===== src/rtl/rom_fetch_bridge.sv =====
// rom_fetch_bridge
//   Follows the CPU instruction-cycle phases (A1..X3). It collects the
//   12-bit fetch address from the CPU bus during A1..A3. If CM-ROM was
//   selected in A3, it fetches one byte from an external byte memory. The
//   byte goes back to the CPU as the high nibble in M1 and the low nibble
//   in M2.
//
// Ports
//   sysclk    in   system clock, all logic on rising edge
//   poc       in   asynchronous active-high reset
//   clk2      in   CPU phase-2 strobe (sysclk-synchronous)
//   sync      in   CPU SYNC, marks the step into A1
//   cmrom     in   CM-ROM select, sampled at the step leaving A3
//   data_out  in   [3:0] CPU bus nibble (address source)
//   rom_data  out  [3:0] nibble returned to the CPU
//   rom_oe    out  rom_data is driven
//   mem_req   out  byte-memory request
//   mem_addr  out  [11:0] byte-memory address
//   mem_ack   in   byte-memory acknowledge
//   mem_data  in   [7:0] byte-memory data
//   phase     out  [2:0] current phase (A1=0 .. X3=7, 7 while unlocked)
//   locked    out  phase tracker synchronised
//   late_err  out  one-cycle pulse: memory missed the M1 deadline
//   sync_err  out  one-cycle pulse: SYNC seen out of place
//
// Handshake: the memory transfer takes place in the sysclk cycle where
// mem_req and mem_ack are both 1. The bridge then lowers mem_req on the
// next cycle. mem_ack is ignored while mem_req is 0. mem_addr is stable
// while mem_req is 1.
module rom_fetch_bridge (
   input  logic        sysclk,
   input  logic        poc,
   input  logic        clk2,
   input  logic        sync,
   input  logic        cmrom,
   input  logic [3:0]  data_out,
   output logic [3:0]  rom_data,
   output logic        rom_oe,
   output logic        mem_req,
   output logic [11:0] mem_addr,
   input  logic        mem_ack,
   input  logic [7:0]  mem_data,
   output logic [2:0]  phase,
   output logic        locked,
   output logic        late_err,
   output logic        sync_err
);

   typedef enum logic [3:0] {
      ST_A1   = 4'd0,
      ST_A2   = 4'd1,
      ST_A3   = 4'd2,
      ST_M1   = 4'd3,
      ST_M2   = 4'd4,
      ST_X1   = 4'd5,
      ST_X2   = 4'd6,
      ST_X3   = 4'd7,
      ST_IDLE = 4'd8
   } state_t;

   state_t      state, state_n;
   logic        clk2_q;
   logic        step;
   logic        resync;
   logic        deadline;
   logic        selected;
   logic [11:0] addr_q;
   logic [7:0]  byte_q;

   // A step is a falling edge of clk2 seen through one register. clk2_q
   // resets to 0, so an edge in the first cycle after reset is not a step.
   assign step = clk2_q & ~clk2;

   // ---------------- state register ----------------
   always_ff @(posedge sysclk or posedge poc) begin
      if (poc) begin
         state  <= ST_IDLE;
         clk2_q <= 1'b0;
      end else begin
         state  <= state_n;
         clk2_q <= clk2;
      end
   end

   // ---------------- next-state logic ----------------
   // resync marks every out-of-place SYNC event. It aborts the current
   // fetch and raises sync_err.
   always_comb begin
      state_n = state;
      resync  = 1'b0;
      if (step) begin
         if (sync) begin
            state_n = ST_A1;
            resync  = (state != ST_X3) && (state != ST_IDLE);
         end else if (state == ST_X3) begin
            state_n = ST_IDLE;
            resync  = 1'b1;
         end else if (state != ST_IDLE) begin
            state_n = state_t'(state + 4'd1);
         end
      end
   end

   // The step that ends M1 is the latest point for the memory. An ack in
   // that same cycle is still late. A resync at that step is an abort,
   // not a late fetch.
   assign deadline = step && (state == ST_M1) && !resync;

   // ---------------- fetch datapath ----------------
   always_ff @(posedge sysclk or posedge poc) begin
      if (poc) begin
         addr_q   <= 12'h000;
         byte_q   <= 8'h00;
         selected <= 1'b0;
         mem_req  <= 1'b0;
         late_err <= 1'b0;
         sync_err <= 1'b0;
      end else begin
         late_err <= 1'b0;
         sync_err <= resync;

         if (step) begin
            case (state)
               ST_A1:   addr_q[3:0]  <= data_out;
               ST_A2:   addr_q[7:4]  <= data_out;
               ST_A3:   addr_q[11:8] <= data_out;
               default: ;
            endcase
         end

         if (resync) begin
            mem_req  <= 1'b0;
            selected <= 1'b0;
         end else if (deadline && mem_req) begin
            late_err <= 1'b1;
            mem_req  <= 1'b0;
            byte_q   <= 8'h00;
         end else if (step && (state == ST_A3)) begin
            // Clear the byte so nothing stale from the last fetch reaches M1.
            selected <= cmrom;
            mem_req  <= cmrom;
            byte_q   <= 8'h00;
         end else if (mem_req && mem_ack) begin
            byte_q  <= mem_data;
            mem_req <= 1'b0;
         end
      end
   end

   // addr_q only changes at A1..A3 steps. mem_req is always 0 then, so
   // the address is stable for the whole request.
   assign mem_addr = addr_q;

   // ---------------- outputs ----------------
   always_comb begin
      locked   = (state != ST_IDLE);
      phase    = locked ? state[2:0] : 3'd7;
      rom_oe   = selected && ((state == ST_M1) || (state == ST_M2));
      rom_data = 4'h0;
      if (rom_oe) begin
         rom_data = (state == ST_M1) ? byte_q[7:4] : byte_q[3:0];
      end
   end

endmodule


===== config.mk =====
export PLATFORM = sky130hd
export DESIGN_NAME = rom_fetch_bridge
export DESIGN_NICKNAME = d
export VERILOG_FILES = /design/src/rtl/rom_fetch_bridge.sv
export SDC_FILE = /design/constraint.sdc
export NUM_CORES = 1
export LEC_CHECK = 0
export ABC_CLOCK_PERIOD_IN_PS = 1960
export BUFFER_PORTS_ARGS = -buffer_cell sky130_fd_sc_hd__buf_2
export CAP_MARGIN = 20
export CORE_MARGIN = 4
export CORE_UTILIZATION = 52
export DETAILED_ROUTE_END_ITERATION = 16
export GPL_ROUTABILITY_DRIVEN = 0
export HOLD_SLACK_MARGIN = 0.06
export PLACE_DENSITY = 0.85
export SLEW_MARGIN = 20
export SYNTH_ARGS = -nofsm -noshare
export SYNTH_HDL_FRONTEND = slang
export SYNTH_SLANG_ARGS = --single-unit

===== constraint.sdc =====
create_clock -name sysclk -period 1.96 [get_ports sysclk]
set_input_delay 0.392 -clock sysclk [delete_from_list [all_inputs] [get_ports sysclk]]
set_output_delay 0.392 -clock sysclk [all_outputs]
set_load 0.1 [all_outputs]

==> flow_summary.json, run 1 <==
{
  "run_status": "finished with violations",
  "violations": "setup timing",
  "fmax_ghz": 0.425,
  "grt_overflow": 0,
  "final_cell_area_um2": 2500,
  "reg2reg_slack_ns": 0.09,
  "fin_crit_ns": 2.35,
  "drt_wl_total_mm": 4.95,
  "num_vias": 1584,
  "seqPwrFrac_pct": 26.6,
  "grt_pass1_wl_mm": 7.38,
  "num_rows": 20,
  "clkTransAtPathRegs_ns": 0.10,
  "antennaDiodeCount": 0,
  "ys_seq_area_share_pct": 44.2,
  "crit_path_top_delay_cell": "dfrtp_2",
  "rsz0062_at_grt": "true",
  "period_share_pct": 120,
  "syn_nets": 181,
  "p_int_uw": 1790,
  "antenna_found_initial": 0,
  "setup_viol": 8,
  "p_leak_uw": 0.00119,
  "cts_sinks": 29,
  "vias_per_cell": 5.72,
  "clockPowerShare_pct": 13.8,
  "finalHoldViolCount": 0,
  "path_cells": "ha_4, buf_6, nor2b_2, nand2b_1, buf_12, nand2_1, a21oi_4, buf_12",
  "cts.hold.buffers_added": 0,
  "synth_area_leaders": "dfrtp_1 43%, mux2_2 8.2%, o211ai_2 6.1%",
  "tns_ns": -2.34,
  "syn-cell-area_um2": 1650,
  "path_common_cell": "buf_12",
  "wl_per_cell_um": 17.9,
  "worstPathRequired_ns": 1.57,
  "path_class": "reg2out",
  "worstMarginPinSlew_ns": 0.494,
  "cts-root-buf": "clkbuf_4",
  "cts_buffers": 5,
  "dieHeight_um": 64.3,
  "drive_gt1_share_pct": 55.8,
  "max_stage_delay_ns": 0.47,
  "cts_tree": "done",
  "portBuffers": 41,
  "cts_buffer_depth": 2,
  "ys_ff_latch": 29,
  "endpoint_kind": "output pin",
  "min_path_type": "in2async",
  "relSlewSlack_pct": 67.3,
  "yosys.area.top_type_share_pct": 42.6,
  "core_area_um2": 3030,
  "rr_worst_depth": 6,
  "start_util_pct": 54.3,
  "ios": 42,
  "power_density_nw_per_um2": 1500,
  "htreeDepth": 2,
  "finalClockSkew_ns": 0.0143,
  "cp_data_arrival_time_ns": 1.96,
  "final_common_cell": "buf_2",
  "die_w_um": 64.3,
  "rr_endpoint": "byte_q[6]",
  "crit_start": "state[1]",
  "track_usage_pct": 23.0,
  "ant_nets": 0,
  "syn2layout_area_growth_pct": 51.7,
  "yosysUniqueCellTypes": 37,
  "r2r_start": "state[1]",
  "final_cell_mix": "32 x buf_2, 31 x buf_4, 25 x dfrtp_1",
  "fin_ws_ns": -0.391,
  "fin_nets": 254,
  "final_max_slew_viol_count": 0,
  "finalNonFillerCells": 277,
  "die-area_um2": 4130,
  "grt_max_degree": 30,
  "placed_cells": 256,
  "vdd_drop_max_v": 0.00178,
  "p_sw_share_pct": 52.4,
  "dpl_cell_area_um2": 2280,
  "clock_latency_ns": 0.33,
  "endpoint": "rom_data[1]",
  "netlist.top_cell.by_area": "dfrtp_1",
  "combPwrFrac_pct": 59.6,
  "p_switching_uw": 1970,
  "maxCapViolCount": 0,
  "critical_path.max_fanout": 8,
  "cp-start-kind": "register",
  "drt_iter0_drc": 156,
  "avgSynthCellArea_um2": 10.3,
  "yosys_warnings": 0,
  "post-place-ws_ns": -0.108,
  "synthCells": 159,
  "dp_hpwl_mm": 3.17,
  "route.detailed.drc": 0,
  "grt_pass1_vias": 1581,
  "first_pass_iters": 4
}
==> layout make-up <==
cell class	instances	area, um^2
Clock buffer	7	55.1
Clock inverter	1	30.0
Fill cell	174	532
Inverter	13	61.3
Multi-Input combinational cell	109	960
Sequential cell	29	731
Tap cell	44	55.1
Timing Repair Buffer	74	604
==> kinds of logic (layout without fill, tap and decap cells) <==
logic type               count (synthesis)  after routing  share of synthesized area, %
flip-flops                              29             29                          44.2
adder cells (fa/ha/maj)                  4              4                          3.04
buffers and inverters                   21             95                          5.93
AND/OR/NAND/NOR                         52             52                          17.7
AO/OA/AOI/OAI                           41             41                          20.9
multiplexers                            12             12                          8.21
==> sequential cells by signal (all words and copies together), names as in the netlist <==
| register | count |
|---|---|
| late_err | 1 |
| mem_addr | 12 |
| state | 4 |
| sync_err | 1 |
| byte_q | 8 |
| clk2_q | 1 |
| mem_req | 1 |
| selected | 1 |
==> per-layer routing <==
layer  GRT usage, %  wire length, um  part of all wire [%]  vias up
met3           6.50              419                   8.5       18
met5              0                0                     0        -
li1               -                -                     -      718
met2           41.1             2550                    52       94
met1           26.6             1820                    37      754
met4           6.60              151                   3.1        0
==> worst min-delay path by stage <==
stage               start  slack, ns  cells after the start          end
floorplan            clk2       0.42                      0       clk2_q
global placement      poc       0.47                      3  mem_addr[8]
detailed placement    poc       0.48                      3    byte_q[1]
CTS                   poc       0.13                      3    byte_q[1]
global route          poc       0.13                      3    byte_q[1]
finish                poc       0.11                      3    byte_q[1]
==> synthesized netlist by cell type <==
| cell type | number |
|---|---|
| clkbuf_1 | 2 |
| nand2_1 | 23 |
| and3b_1 | 1 |
| inv_1 | 13 |
| nor3_1 | 2 |
| ha_1 | 4 |
| a21oi_2 | 1 |
| dfrtp_1 | 28 |
| a21oi_1 | 11 |
| a31oi_1 | 1 |
| o211ai_2 | 8 |
| and3_1 | 8 |
| nand2b_1 | 3 |
| nor3_2 | 1 |
| nor4b_4 | 1 |
| o2111ai_1 | 8 |
| o22ai_1 | 2 |
| nand4_1 | 1 |
| a41o_1 | 1 |
| nor3b_2 | 1 |
| o21ai_0 | 2 |
| dfstp_2 | 1 |
| nor2b_1 | 4 |
| and2_1 | 3 |
| or3b_2 | 1 |
| mux2_2 | 12 |
| a31o_1 | 1 |
| a32o_1 | 1 |
| a21o_1 | 2 |
| buf_6 | 2 |
| a21boi_0 | 1 |
| buf_1 | 1 |
| buf_2 | 3 |
| a22oi_1 | 1 |
| nand3_1 | 1 |
| nor2_1 | 2 |
| o32a_4 | 1 |
==> stage by stage <==
stage          hold slack (ns)  power [uW]  utilization, %
4_1_cts                  0.127        3680            79.6
6_report                 0.108        3750            82.4
5_1_grt                  0.132        3920            82.4
3_5_place_dp             0.484        3130            75.4
3_3_place_gp             0.469        3070            75.4
2_1_floorplan            0.423        2640               -
==> power by group through the flow <==
stage,Sequential (uW),Clock [uW],Combinational (uW)
final,999,518,2240
after CTS,995,521,2170
after global routing,1030,568,2330
after detailed placement,1010,0,2130
after global placement,984,0,2080
after floorplan,1860,0,781
==> critical path, delay by kind of cell, from the launching register on <==
kind | cells | cell delay [ns]
buffers and inverters | 3 | 0.44
DFF | 1 | 0.47
adders and majority gates | 1 | 0.18
AOI/OAI and AO/OA | 1 | 0.16
and+or+nand+nor | 3 | 0.39
==> timing repair <==
item	4_1_cts	5_1_grt
endpoints found under the setup margin	8	16
cloned	0	0
setup buffers	5	10
pin swaps	3	5
resized for setup	2	7
No activity file was read; power rests on OpenSTA's default activity.
==> inputs of run 2 (changes only) <==
Settings changed: SETUP_SLACK_MARGIN set to 0.4.
==> flow_summary.json, run 2 (synthesis results as in run 1) <==
{
  "largest_reg_flops": 12,
  "dpl_cell_area_um2": 2300,
  "finalNonFillerCells": 283,
  "whs_ns": 0.253,
  "rsz0062_at_grt": "true",
  "die-area_um2": 4130,
  "worstPathRequired_ns": 1.57,
  "grt_pass1_vias": 1807,
  "core_area_um2": 3030,
  "maxCapViolCount": 0,
  "grt_overflow": 0,
  "path_cells": "ha_4, nor2b_4, a21oi_2, or3b_4, a21oi_4, buf_12",
  "finalHoldViolCount": 0,
  "drt_iter0_drc": 214,
  "min_path_type": "in2reg",
  "first_pass_iters": 7,
  "violations": "setup timing",
  "route.detailed.drc": 0,
  "start_util_pct": 54.3,
  "cts_buffers": 5,
  "post-place-ws_ns": -0.0261,
  "drt_wl_total_mm": 7.15,
  "cts_tree": "done",
  "vdd_drop_max_v": 0.00131,
  "critical_path.max_fanout": 5,
  "final_cell_mix": "28 x buf_2, 24 x dfrtp_1, 23 x buf_4",
  "dieHeight_um": 64.3,
  "endpoint_kind": "output pin",
  "cp-start-kind": "register",
  "cts-root-buf": "clkbuf_4",
  "tns_ns": -3.11,
  "num_vias": 1837,
  "clkTransAtPathRegs_ns": 0.10,
  "seq_area_um2": 732,
  "placed_cells": 252,
  "crit_family": "simple AND/OR/NAND/NOR gates",
  "fin_ws_ns": -0.426,
  "grt_pass1_wl_mm": 9.26,
  "ios": 42,
  "track_usage_pct": 29.3,
  "cts_buffer_depth": 2,
  "crit_path_top_delay_cell": "or3b_4",
  "vias_per_cell": 6.49,
  "cp_data_arrival_time_ns": 1.99,
  "path_buf_inv": 1,
  "max_stage_delay_ns": 0.47,
  "final_cell_area_um2": 2820,
  "run_status": "finished with violations",
  "dp_hpwl_mm": 3.47,
  "drive_gt1_share_pct": 69.5,
  "path_class": "reg2out",
  "num_rows": 20,
  "ant_nets": 0,
  "htreeDepth": 2,
  "clock_latency_ns": 0.33,
  "period_share_pct": 122,
  "p_leak_uw": 0.00130,
  "cts_sinks": 29,
  "setup_viol": 17,
  "fill_cells": 94,
  "final_max_slew_viol_count": 0,
  "die_w_um": 64.3,
  "antenna_found_initial": 0,
  "syn2layout_area_growth_pct": 71.3,
  "fin_crit_ns": 2.39,
  "fmax_ghz": 0.419,
  "wl_per_cell_um": 25.3,
  "worstMarginPinSlew_ns": 0.527,
  "final_common_cell": "buf_2",
  "portBuffers": 41,
  "multi_input_area_um2": 1170,
  "antennaDiodeCount": 0,
  "fin_nets": 260,
  "power_density_nw_per_um2": 1420,
  "relSlewSlack_pct": 64.9,
  "finalClockSkew_ns": 0.0117,
  "grt_max_degree": 15
}
-- run 2: cell types whose count changed in the layout (fill, tap and decap cells not counted), sizes merged --
cell | previous run | this run
clkbuf | 7 | 10
buf | 74 | 76
bufinv | 1 | 0
clkinv | 0 | 1
dlygate4sd3 | 0 | 1
-- run 2: path summary, 6_finish.rpt --
path / slack, ns / start / end / depth (start not counted)
setup / recovery: -0.43 / state[1] / rom_data[3] / 6
hold / removal: 0.25 / clk2 / clk2_q / 1
setup reg to reg: -0.07 / state[1] / byte_q[3] / 8
hold reg to reg: 0.53 / mem_addr[3] / mem_addr[3] / 1
max in group asynchronous: 0.66 / poc / state[3] / 4
min in group asynchronous: 0.68 / poc / state[0] / 3
-- run 2: power by group --
group	total [uW]	leakage (uW)	switching, uW	internal, uW
Clock	427	0.0000413	219	208
Sequential	1030	0.000350	197	837
Combinational	2550	0.000908	1770	781
-- run 2: layout make-up --
class | count | share of cell area (%)
Clock buffer | 7 | 2.31
Inverter | 13 | 2.17
Sequential cell | 29 | 26.0
Tap cell | 44 | 1.95
Clock inverter | 1 | 0.178
Multi-Input combinational cell | 109 | 41.6
Timing Repair Buffer | 80 | 25.8
-- run 2: routing by layer --
| metal | GRT usage, % | up-vias | part of all wire [%] |
|---|---|---|---|
| li1 | - | 727 | - |
| met1 | 32.6 | 899 | 35 |
| met2 | 49.7 | 163 | 50 |
| met3 | 10.4 | 48 | 10 |
| met4 | 14.0 | 0 | 5.2 |
| met5 | 0 | - | 0 |
-- run 2: repair_timing --
item                       in CTS  in global routing
gates cloned                    1                  0
pin swaps                       7                 14
resized for setup              26                 40
buffers inserted                9                 12
hold buffers                    1                  0
hold endpoints to repair        5                  0
setup endpoints to repair      34                 40
-- run 2: stage by stage --
step                utilization, %  total power (uW)
global placement              76.0              3080
finish                        93.1              4020
global route                  93.1              4140
detailed placement            76.0              3150
CTS                           84.9              3720
floorplan                        -              2670
